[config.mk]
export PLATFORM = sky130hd
export DESIGN_NAME = instr_decode_reg_flat
export DESIGN_NICKNAME = d
export VERILOG_FILES = /design/src/rtl/i281_pkg.sv /design/src/rtl/instr_decode_reg_if.sv /design/src/rtl/i281_opdecode.sv /design/src/rtl/instr_decode_reg.sv /design/src/flat_wrapper.sv
export SDC_FILE = /design/constraint.sdc
export NUM_CORES = 1
export LEC_CHECK = 0
export CAP_MARGIN = 10
export CORE_MARGIN = 1.5
export CORE_UTILIZATION = 45
export CTS_CLUSTER_DIAMETER = 80
export DETAILED_ROUTE_END_ITERATION = 7
export PLACE_DENSITY_LB_ADDON = 0.05
export SLEW_MARGIN = 20
export SYNTH_ARGS = -nofsm -noshare
export SYNTH_HDL_FRONTEND = slang
export SYNTH_SLANG_ARGS = --single-unit
[constraint.sdc]
create_clock -name clock -period 4.8 [get_ports clock]
set_clock_uncertainty 0.15 [all_clocks]
set_input_delay 0.96 -clock clock [delete_from_list [all_inputs] [get_ports clock]]
set_output_delay 0.96 -clock clock [all_outputs]
set_load 0.02 [all_outputs]
[src/rtl/i281_pkg.sv]
// i281_pkg: shared i281 instruction field layout, opcodes, one-hot decode indices and fetch states
package i281_pkg;
  localparam int IR_W = 16;
  localparam int OPCODE_W = 27;
  localparam int OH_W = 23;
  localparam int OP_MSB = 15;
  localparam int OP_LSB = 12;
  localparam int RX_MSB = 11;
  localparam int RX_LSB = 10;
  localparam int RY_MSB = 9;
  localparam int RY_LSB = 8;
  localparam int IMM_MSB = 7;
  localparam logic [3:0] OP_NOOP = 4'd0;
  localparam logic [3:0] OP_GCD = 4'd1;
  localparam logic [3:0] OP_MOVE = 4'd2;
  localparam logic [3:0] OP_LOADI = 4'd3;
  localparam logic [3:0] OP_ADD = 4'd4;
  localparam logic [3:0] OP_ADDI = 4'd5;
  localparam logic [3:0] OP_SUB = 4'd6;
  localparam logic [3:0] OP_SUBI = 4'd7;
  localparam logic [3:0] OP_LOAD = 4'd8;
  localparam logic [3:0] OP_LOADF = 4'd9;
  localparam logic [3:0] OP_STORE = 4'd10;
  localparam logic [3:0] OP_STOREF = 4'd11;
  localparam logic [3:0] OP_SHIFT = 4'd12;
  localparam logic [3:0] OP_CMP = 4'd13;
  localparam logic [3:0] OP_JUMP = 4'd14;
  localparam logic [3:0] OP_BR = 4'd15;
  localparam logic [4:0] OH_NOOP = 5'd0;
  localparam logic [4:0] OH_GCD = 5'd1;
  localparam logic [4:0] OH_MOVE = 5'd5;
  localparam logic [4:0] OH_SHIFTL = 5'd15;
  localparam logic [4:0] OH_SHIFTR = 5'd16;
  localparam logic [4:0] OH_CMP = 5'd17;
  localparam logic [4:0] OH_JUMP = 5'd18;
  localparam logic [4:0] OH_BRE = 5'd19;
  localparam logic [4:0] OH_BRGE = 5'd22;
  localparam logic [0:0] ST_IDLE = 1'b0;
  localparam logic [0:0] ST_WAIT = 1'b1;
  // ops MOVE..STOREF occupy consecutive one-hot slots starting at OH_MOVE
  function automatic logic [4:0] oh_index(input logic [3:0] op, input logic [1:0] sub);
    return op == OP_NOOP ? OH_NOOP :
           op == OP_GCD ? OH_GCD + {3'b0, sub} :
           op <= OP_STOREF ? OH_MOVE + {1'b0, op - OP_MOVE} :
           op == OP_SHIFT ? (sub[0] ? OH_SHIFTR : OH_SHIFTL) :
           op == OP_CMP ? OH_CMP :
           op == OP_JUMP ? OH_JUMP : OH_BRE + {3'b0, sub};
  endfunction
endpackage

[src/rtl/instr_decode_reg_if.sv]
// instr_decode_reg_if: fetch handshake, imem read port, flags and decoded-instruction bundle
interface instr_decode_reg_if #(parameter int IW = 16);
  logic fetch;
  logic [IW-1:0] imem_data;
  logic imem_valid;
  logic imem_req;
  logic fetch_busy;
  logic flags_we;
  logic [3:0] alu_flags;
  logic [26:0] opcode_in;
  logic [7:0] imm;
  logic [3:0] flags_reg;
  modport master(output fetch, imem_data, imem_valid, flags_we, alu_flags,
                 input imem_req, fetch_busy, opcode_in, imm, flags_reg);
  modport slave(input fetch, imem_data, imem_valid, flags_we, alu_flags,
                output imem_req, fetch_busy, opcode_in, imm, flags_reg);
endinterface

[src/rtl/i281_opdecode.sv]
// i281_opdecode: combinational IR to {RX, RY, one-hot instruction} decoder plus immediate
module i281_opdecode
  import i281_pkg::*;
(
  input  logic [IR_W-1:0]     ir,
  output logic [OPCODE_W-1:0] opcode,
  output logic [7:0]          imm
);
  logic [OH_W-1:0] oh;
  assign oh = OH_W'(1) << oh_index(ir[OP_MSB:OP_LSB], ir[RY_MSB:RY_LSB]);
  assign opcode = {ir[RX_MSB:RX_LSB], ir[RY_MSB:RY_LSB], oh};
  assign imm = ir[IMM_MSB:0];
endmodule

[src/rtl/instr_decode_reg.sv]
// instr_decode_reg: instruction register with imem fetch handshake, opcode decode and ALU flags register
module instr_decode_reg
  import i281_pkg::*;
#(
  parameter int IW = 16
) (
  input logic             clock,
  input logic             reset_n,
  instr_decode_reg_if.slave bus
);
  logic [0:0] state;
  logic [IW-1:0] ir;
  logic [3:0] flags;
  logic latch;
  // zero-wait memory latches straight from IDLE; fetch seen in WAIT is ignored
  assign latch = (state == ST_WAIT | bus.fetch) & bus.imem_valid;
  always_ff @(posedge clock or negedge reset_n)
    if (!reset_n) begin
      state <= ST_IDLE;
      ir <= '0;
      flags <= '0;
    end else begin
      state <= state == ST_WAIT ? (bus.imem_valid ? ST_IDLE : ST_WAIT) :
               (bus.fetch & !bus.imem_valid ? ST_WAIT : ST_IDLE);
      if (latch) ir <= bus.imem_data;
      if (bus.flags_we) flags <= bus.alu_flags;
    end
  assign bus.imem_req = state == ST_WAIT;
  assign bus.fetch_busy = state == ST_WAIT | (bus.fetch & !bus.imem_valid);
  assign bus.flags_reg = flags;
  i281_opdecode u_dec (
    .ir(ir),
    .opcode(bus.opcode_in),
    .imm(bus.imm)
  );
endmodule

[src/flat_wrapper.sv]
// flat-port wrapper written by rule: the top's interface ports become plain ports
module instr_decode_reg_flat import i281_pkg::*;
#(
  parameter int IW = 16
)
  (clock, reset_n, bus_fetch, bus_imem_data, bus_imem_valid, bus_flags_we, bus_alu_flags, bus_imem_req, bus_fetch_busy, bus_opcode_in, bus_imm, bus_flags_reg);
  instr_decode_reg_if #(.IW(IW)) bus_i ();
  input logic clock;
  input logic reset_n;
  input wire logic [$bits(bus_i.fetch)-1:0] bus_fetch;
  input wire logic [$bits(bus_i.imem_data)-1:0] bus_imem_data;
  input wire logic [$bits(bus_i.imem_valid)-1:0] bus_imem_valid;
  input wire logic [$bits(bus_i.flags_we)-1:0] bus_flags_we;
  input wire logic [$bits(bus_i.alu_flags)-1:0] bus_alu_flags;
  output wire logic [$bits(bus_i.imem_req)-1:0] bus_imem_req;
  output wire logic [$bits(bus_i.fetch_busy)-1:0] bus_fetch_busy;
  output wire logic [$bits(bus_i.opcode_in)-1:0] bus_opcode_in;
  output wire logic [$bits(bus_i.imm)-1:0] bus_imm;
  output wire logic [$bits(bus_i.flags_reg)-1:0] bus_flags_reg;
  assign bus_i.fetch = bus_fetch;
  assign bus_i.imem_data = bus_imem_data;
  assign bus_i.imem_valid = bus_imem_valid;
  assign bus_i.flags_we = bus_flags_we;
  assign bus_i.alu_flags = bus_alu_flags;
  assign bus_imem_req = bus_i.imem_req;
  assign bus_fetch_busy = bus_i.fetch_busy;
  assign bus_opcode_in = bus_i.opcode_in;
  assign bus_imm = bus_i.imm;
  assign bus_flags_reg = bus_i.flags_reg;
  instr_decode_reg #(.IW(IW)) u_core (.clock(clock), .reset_n(reset_n), .bus(bus_i));
endmodule
Word level (Yosys, flattened, before mapping) --
Index checks and enable logic that the tools add are counted. W data, S select, Z words.
Storage, ports and cells: bits in registers 21, latch bits 0, RAM bits 0, ROM bits 0, input bits 25, output and inout bits 41, logic and storage cells 29, memories kept 0
Operators by class: add/subtract/negate cells 4, multipliers 0, divide/modulo/power cells 0, order comparisons 1, equal/unequal tests 4, shift operators 1, muxes and demuxes 10, bitwise gates (word level) 4, reductions and logical operators 2
Operators with widths (number):
- $mux W5 | 7
- $shl A1 B5 Y23 const A | 1
- $eq A4 B4 Y1 const B | 3
- $add A3 B4 Y5 const A | 1
- $add A5 B2 Y5 const A | 1
- $eq A4 B1 Y1 const B | 1
- $le A4 B4 Y1 const B | 1
- $logic_not A4 Y1 | 1
- $sub A4 B2 Y4 const B | 1
- $add A1 B2 Y3 const A | 1
- $mux W1 | 3
- $and A1 B1 Y1 | 2
- $or A1 B1 Y1 | 2
- $logic_not A1 Y1 | 1

Longest topological paths before layout --
word-level depth 8, gate-level depth with buffers 8, gate-level depth less buffers 7

Hierarchy --
Synthesis repeated with hierarchy kept, for this count alone.
Second synthesis, totals: cell total of the unflattened synthesis 165, area, all modules 1659.1 sq um
Modules (own cells, without submodules):
- instr_decode_reg | times used 1, cells an instance 47, area each 844.6 sq um, sequential area each 525.5 sq um
- i281_opdecode | times used 1, cells an instance 118, area each 814.5 sq um, sequential area each 0.0 sq um

Least setup slack after synthesis --
No wires, ideal clock.
path kind register to output, start point register u_core.ir[14], end point output port bus_opcode_in[0], data arrival time 2.219 ns, data required time 3.690 ns, path slack 1.471 ns, stages on the path, launching flop included 9, cell sequence dfrtp_1 > buf_2 > inv_2 > ha_1 > nand2b_1 > o221ai_1 > a22o_1 > or3_4 > nor2_1
Between the ends: longest elaborated chain between the ends 8, elaborated cells on any way between the ends 15
Ends and longest elaborated chain:
- from (decl) | RTL line instr_decode_reg.sv:12 | logic [IW-1:0] ir;
- from (signal assigned) | RTL line instr_decode_reg.sv:25 | if (latch) ir <= bus.imem_data;
- branches (longest 6 deep; another with $add A3 B4 Y5)
- $mux W5 * | RTL line i281_pkg.sv:42 | return op == OP_NOOP ? OH_NOOP :
- $shl A1 B5 Y23 * | RTL line i281_opdecode.sv:10 | assign oh = OH_W'(1) << oh_index(ir[OP_MSB:OP_LSB], ir[RY_MSB:RY_LSB]);
- to (decl) | RTL line flat_wrapper.sv:17 | output wire logic [$bits(bus_i.opcode_in)-1:0] bus_opcode_in;
Every way passes the cells marked *.

Worst setup path after layout --
start point register u_core.ir[14], end point output port bus_opcode_in[4]
The elaborated chain is that of the path after synthesis.

==> results.tsv <==
stage	metric	value	unit
outcome	status	finished clean	
sta	tns	0	ns
grt	grt_overflow_total	0	
synthesis	synthTopCellsByArea	dfrtp_1, mux2_2, nor2_1	
worst_hold_path	holdPathEnd	u_core.ir[1]$_DFFE_PN0P_	
synthesis	synth_top_area_share	34.15	%
power_and_ir_drop	power_frac_seq	31.0	%
clocking	cts_max_level	1	
sta	hold_viol	0	
power_and_ir_drop	swShare	40.16	%
route	route.detailed.wl_per_inst	12.51	µm
clocking	cts-resized-gates	0	
clocking	path_clk_slew	0.10	ns
worst_hold_path	min_path_type	reg2reg	
clocking	cts_buffers	3	
synthesis	ys_seq_area_share	34.15	%
grt	grt_util_all_layers	17.64	%
floorplan	fp-row-count	21	
synthesis	syn-cell-area	0.001539	mm²
worst_setup_path	r2r_end	u_core.ir[10]$_DFFE_PN0P_	
worst_hold_path	hp-start	u_core.ir[1]$_DFFE_PN0P_	
synthesis	synth_ff_type	dfrtp_1	
worst_setup_path	reg2regPathDepth	3	
sta	finalSetupViolations	0	
clocking	cts_buffer_depth	2	
route	drt_first_pass_iters	4	
synthesis	yosysTopAreaCell	dfrtp_1	
worst_hold_path	worstHoldPathCells	1	
floorplan	core	0.003311	mm²
floorplan	die_h	61.48	µm
power_and_ir_drop	p_comb_share	58.1	%
worst_setup_path	r2r_slack	3.38	ns
synthesis	ys_types	46	
route	avgViaCountPerCell	5.066	
clocking	clock_latency	0.29	ns
synthesis	avgSynthCellArea	9.619	µm²
layout	largest_reg_flops	16	
power_and_ir_drop	total_power	739.1	µW
power_and_ir_drop	p_sw	296.8	µW
power_and_ir_drop	p_per_area	343.4	mW/mm²
power_and_ir_drop	peakVddDrop	0.0002398	V
floorplan	io-pin-count	66	
synthesis	synth_cells	160	
worst_setup_path	r2r_start	u_core.bus.imem_req$_DFF_PN0_	
clocking	cts_tree	done	
power_and_ir_drop	pwr-share-clk	10.9	%
grt	grt_pass1_wl	4974	µm
synthesis	synth_commonest_cells	nor2_1, dfrtp_1, mux2_2, buf_4, ha_1	
grt	grt_pass1_vias	1170	
place	dp_hpwl	2608	µm
power_and_ir_drop	p_int	442.2	µW
synthesis	syn_nets	192	
clocking	clock-sinks	21	
layout	area_growth	39.84	%
clocking	postCtsHoldBufs	0	
synthesis	yosys_warnings	0	
worst_setup_path	cp.arrival	3.15	ns
grt	antenna_found_initial	0	
worst_setup_path	crit_fanout	16	
route	drtAntennaViolNets	0	
sta	slew_viol_final	0	
worst_setup_path	worstSetupPathType	reg2out	
sta	fin_ws	0.5425	ns
sta	fin_crit_sh	88.70	%
layout	fin_nets	245	
sta	fmax	234.9	MHz
grt	grt_max_degree	22	
worst_setup_path	start_kind	flop	
sta	min_period	4.258	ns
synthesis	synth_enable_flop_cells	0	
synthesis	ys_seq_elements	21	
route	wirelength	3227	µm
worst_setup_path	required	3.69	ns
floorplan	die_area	0.003780	mm²
route	vias	1307	
layout	n_antenna_cell	0	
clocking	post-cts-setup-buffers	0	
place	port-buffer-count	65	
clocking	clock-root-buffer	clkbuf_4	
worst_setup_path	end_kind	output port	
synthesis	async_flop_share	100.0	%
sta	worstMarginPinSlew	0.9329	ns
flow_run	maxCapViolCount	0	
floorplan	fp.dieW	61.48	µm
layout	layout-drive-gt1-share	16.51	%
place	dp_slack	0.9054	ns
sta	relSlewSlack	37.61	%
route	drc	0	
floorplan	start_util	46.49	%
sta	rsz0062_at_grt	no	
place	routabilityCongestion	0.7362	
power_and_ir_drop	p_leak	0.8625	nW
synthesis	yosysMostFrequentCell	nor2_1	
route	first_iter_violations	71	
==> cell type report <==
class | count | area, µm²
Tap cell | 46 | 57.56
Sequential cell | 21 | 525.5
Inverter | 7 | 26.28
Clock buffer | 4 | 26.28
Timing Repair Buffer | 66 | 658.1
Fill cell | 298 | 1159
Multi-Input combinational cell | 114 | 858.3
==> power by group through the flow <==
stage          registers, mW  clock network (mW)  logic (mW)
2_1_floorplan          0.224                   0       0.305
3_3_place_gp           0.230                   0       0.423
3_5_place_dp           0.232                   0       0.430
4_1_cts                0.229              0.0880       0.432
5_1_grt                0.234              0.0929       0.468
6_report               0.229              0.0809       0.429
==> layout by cell type, fill, tap and decap left out, drive strengths merged, types with 3 or more instances in the layout <==
master,Yosys,routed
nor2,31,31
a21oi,3,3
inv,7,7
nand3,4,4
nand2,3,3
o21ai,6,6
or3,6,6
mux2,20,20
nand2b,4,4
clkdlybuf4s50,0,65
clkbuf,0,4
ha,7,7
dfrtp,21,21
==> stage by stage <==
| stage | std cells | util (%) | cell area [µm²] | hold WS [ns] |
|---|---|---|---|---|
| after floorplan | 160 | - | 1539 | 0.3307 |
| after global placement | 254 | 64.21 | 2126 | 0.3365 |
| after detailed placement | 254 | 64.21 | 2126 | 0.3472 |
| after CTS | 258 | 65.00 | 2152 | 0.3708 |
| after global routing | 258 | 65.00 | 2152 | 0.3870 |
| final | 258 | 65.00 | 2152 | 0.3689 |
==> worst max path at each step <==
stage                     slack, ns                      start                end
after global routing           0.31  u_core.ir[14]$_DFFE_PN0P_  bus_opcode_in[20]
after detailed placement       0.91  u_core.ir[14]$_DFFE_PN0P_   bus_opcode_in[4]
after CTS                      0.55  u_core.ir[14]$_DFFE_PN0P_   bus_opcode_in[4]
final                          0.54  u_core.ir[14]$_DFFE_PN0P_   bus_opcode_in[4]
after floorplan                1.47  u_core.ir[14]$_DFFE_PN0P_   bus_opcode_in[0]
after global placement         0.97  u_core.ir[14]$_DFFE_PN0P_  bus_opcode_in[10]
==> per-layer routing <==
metal	vias up	track usage [%]	part of all wire [%]
met5	-	0	0
met4	0	6.383	0.90
met2	36	32.78	54
li1	656	-	-
met3	4	3.361	4.6
met1	611	19.84	41
==> cell families after synthesis <==
logic type / Yosys count / share of synthesized area, %
and+or+nand+nor: 57 / 20.16
buffers and inverters: 25 / 10.08
AOI/OAI and AO/OA: 27 / 13.50
xor gates and xnor gates: 2 / 1.138
adders and majority gates: 7 / 5.691
DFF: 21 / 34.15
muxes: 21 / 15.28
==> critical path, cell delays in order, from the launching register on <==
cell and delay [ns]:
dfrtp_1 0.66, inv_2 0.07, ha_1 0.37, a21boi_2 0.33
mux2i_1 0.23, a21oi_1 0.09, o22a_1 0.33, nor2_1 0.15
clkdlybuf4s50_1 0.61
Note: power is estimated with default switching activity, not from simulation.
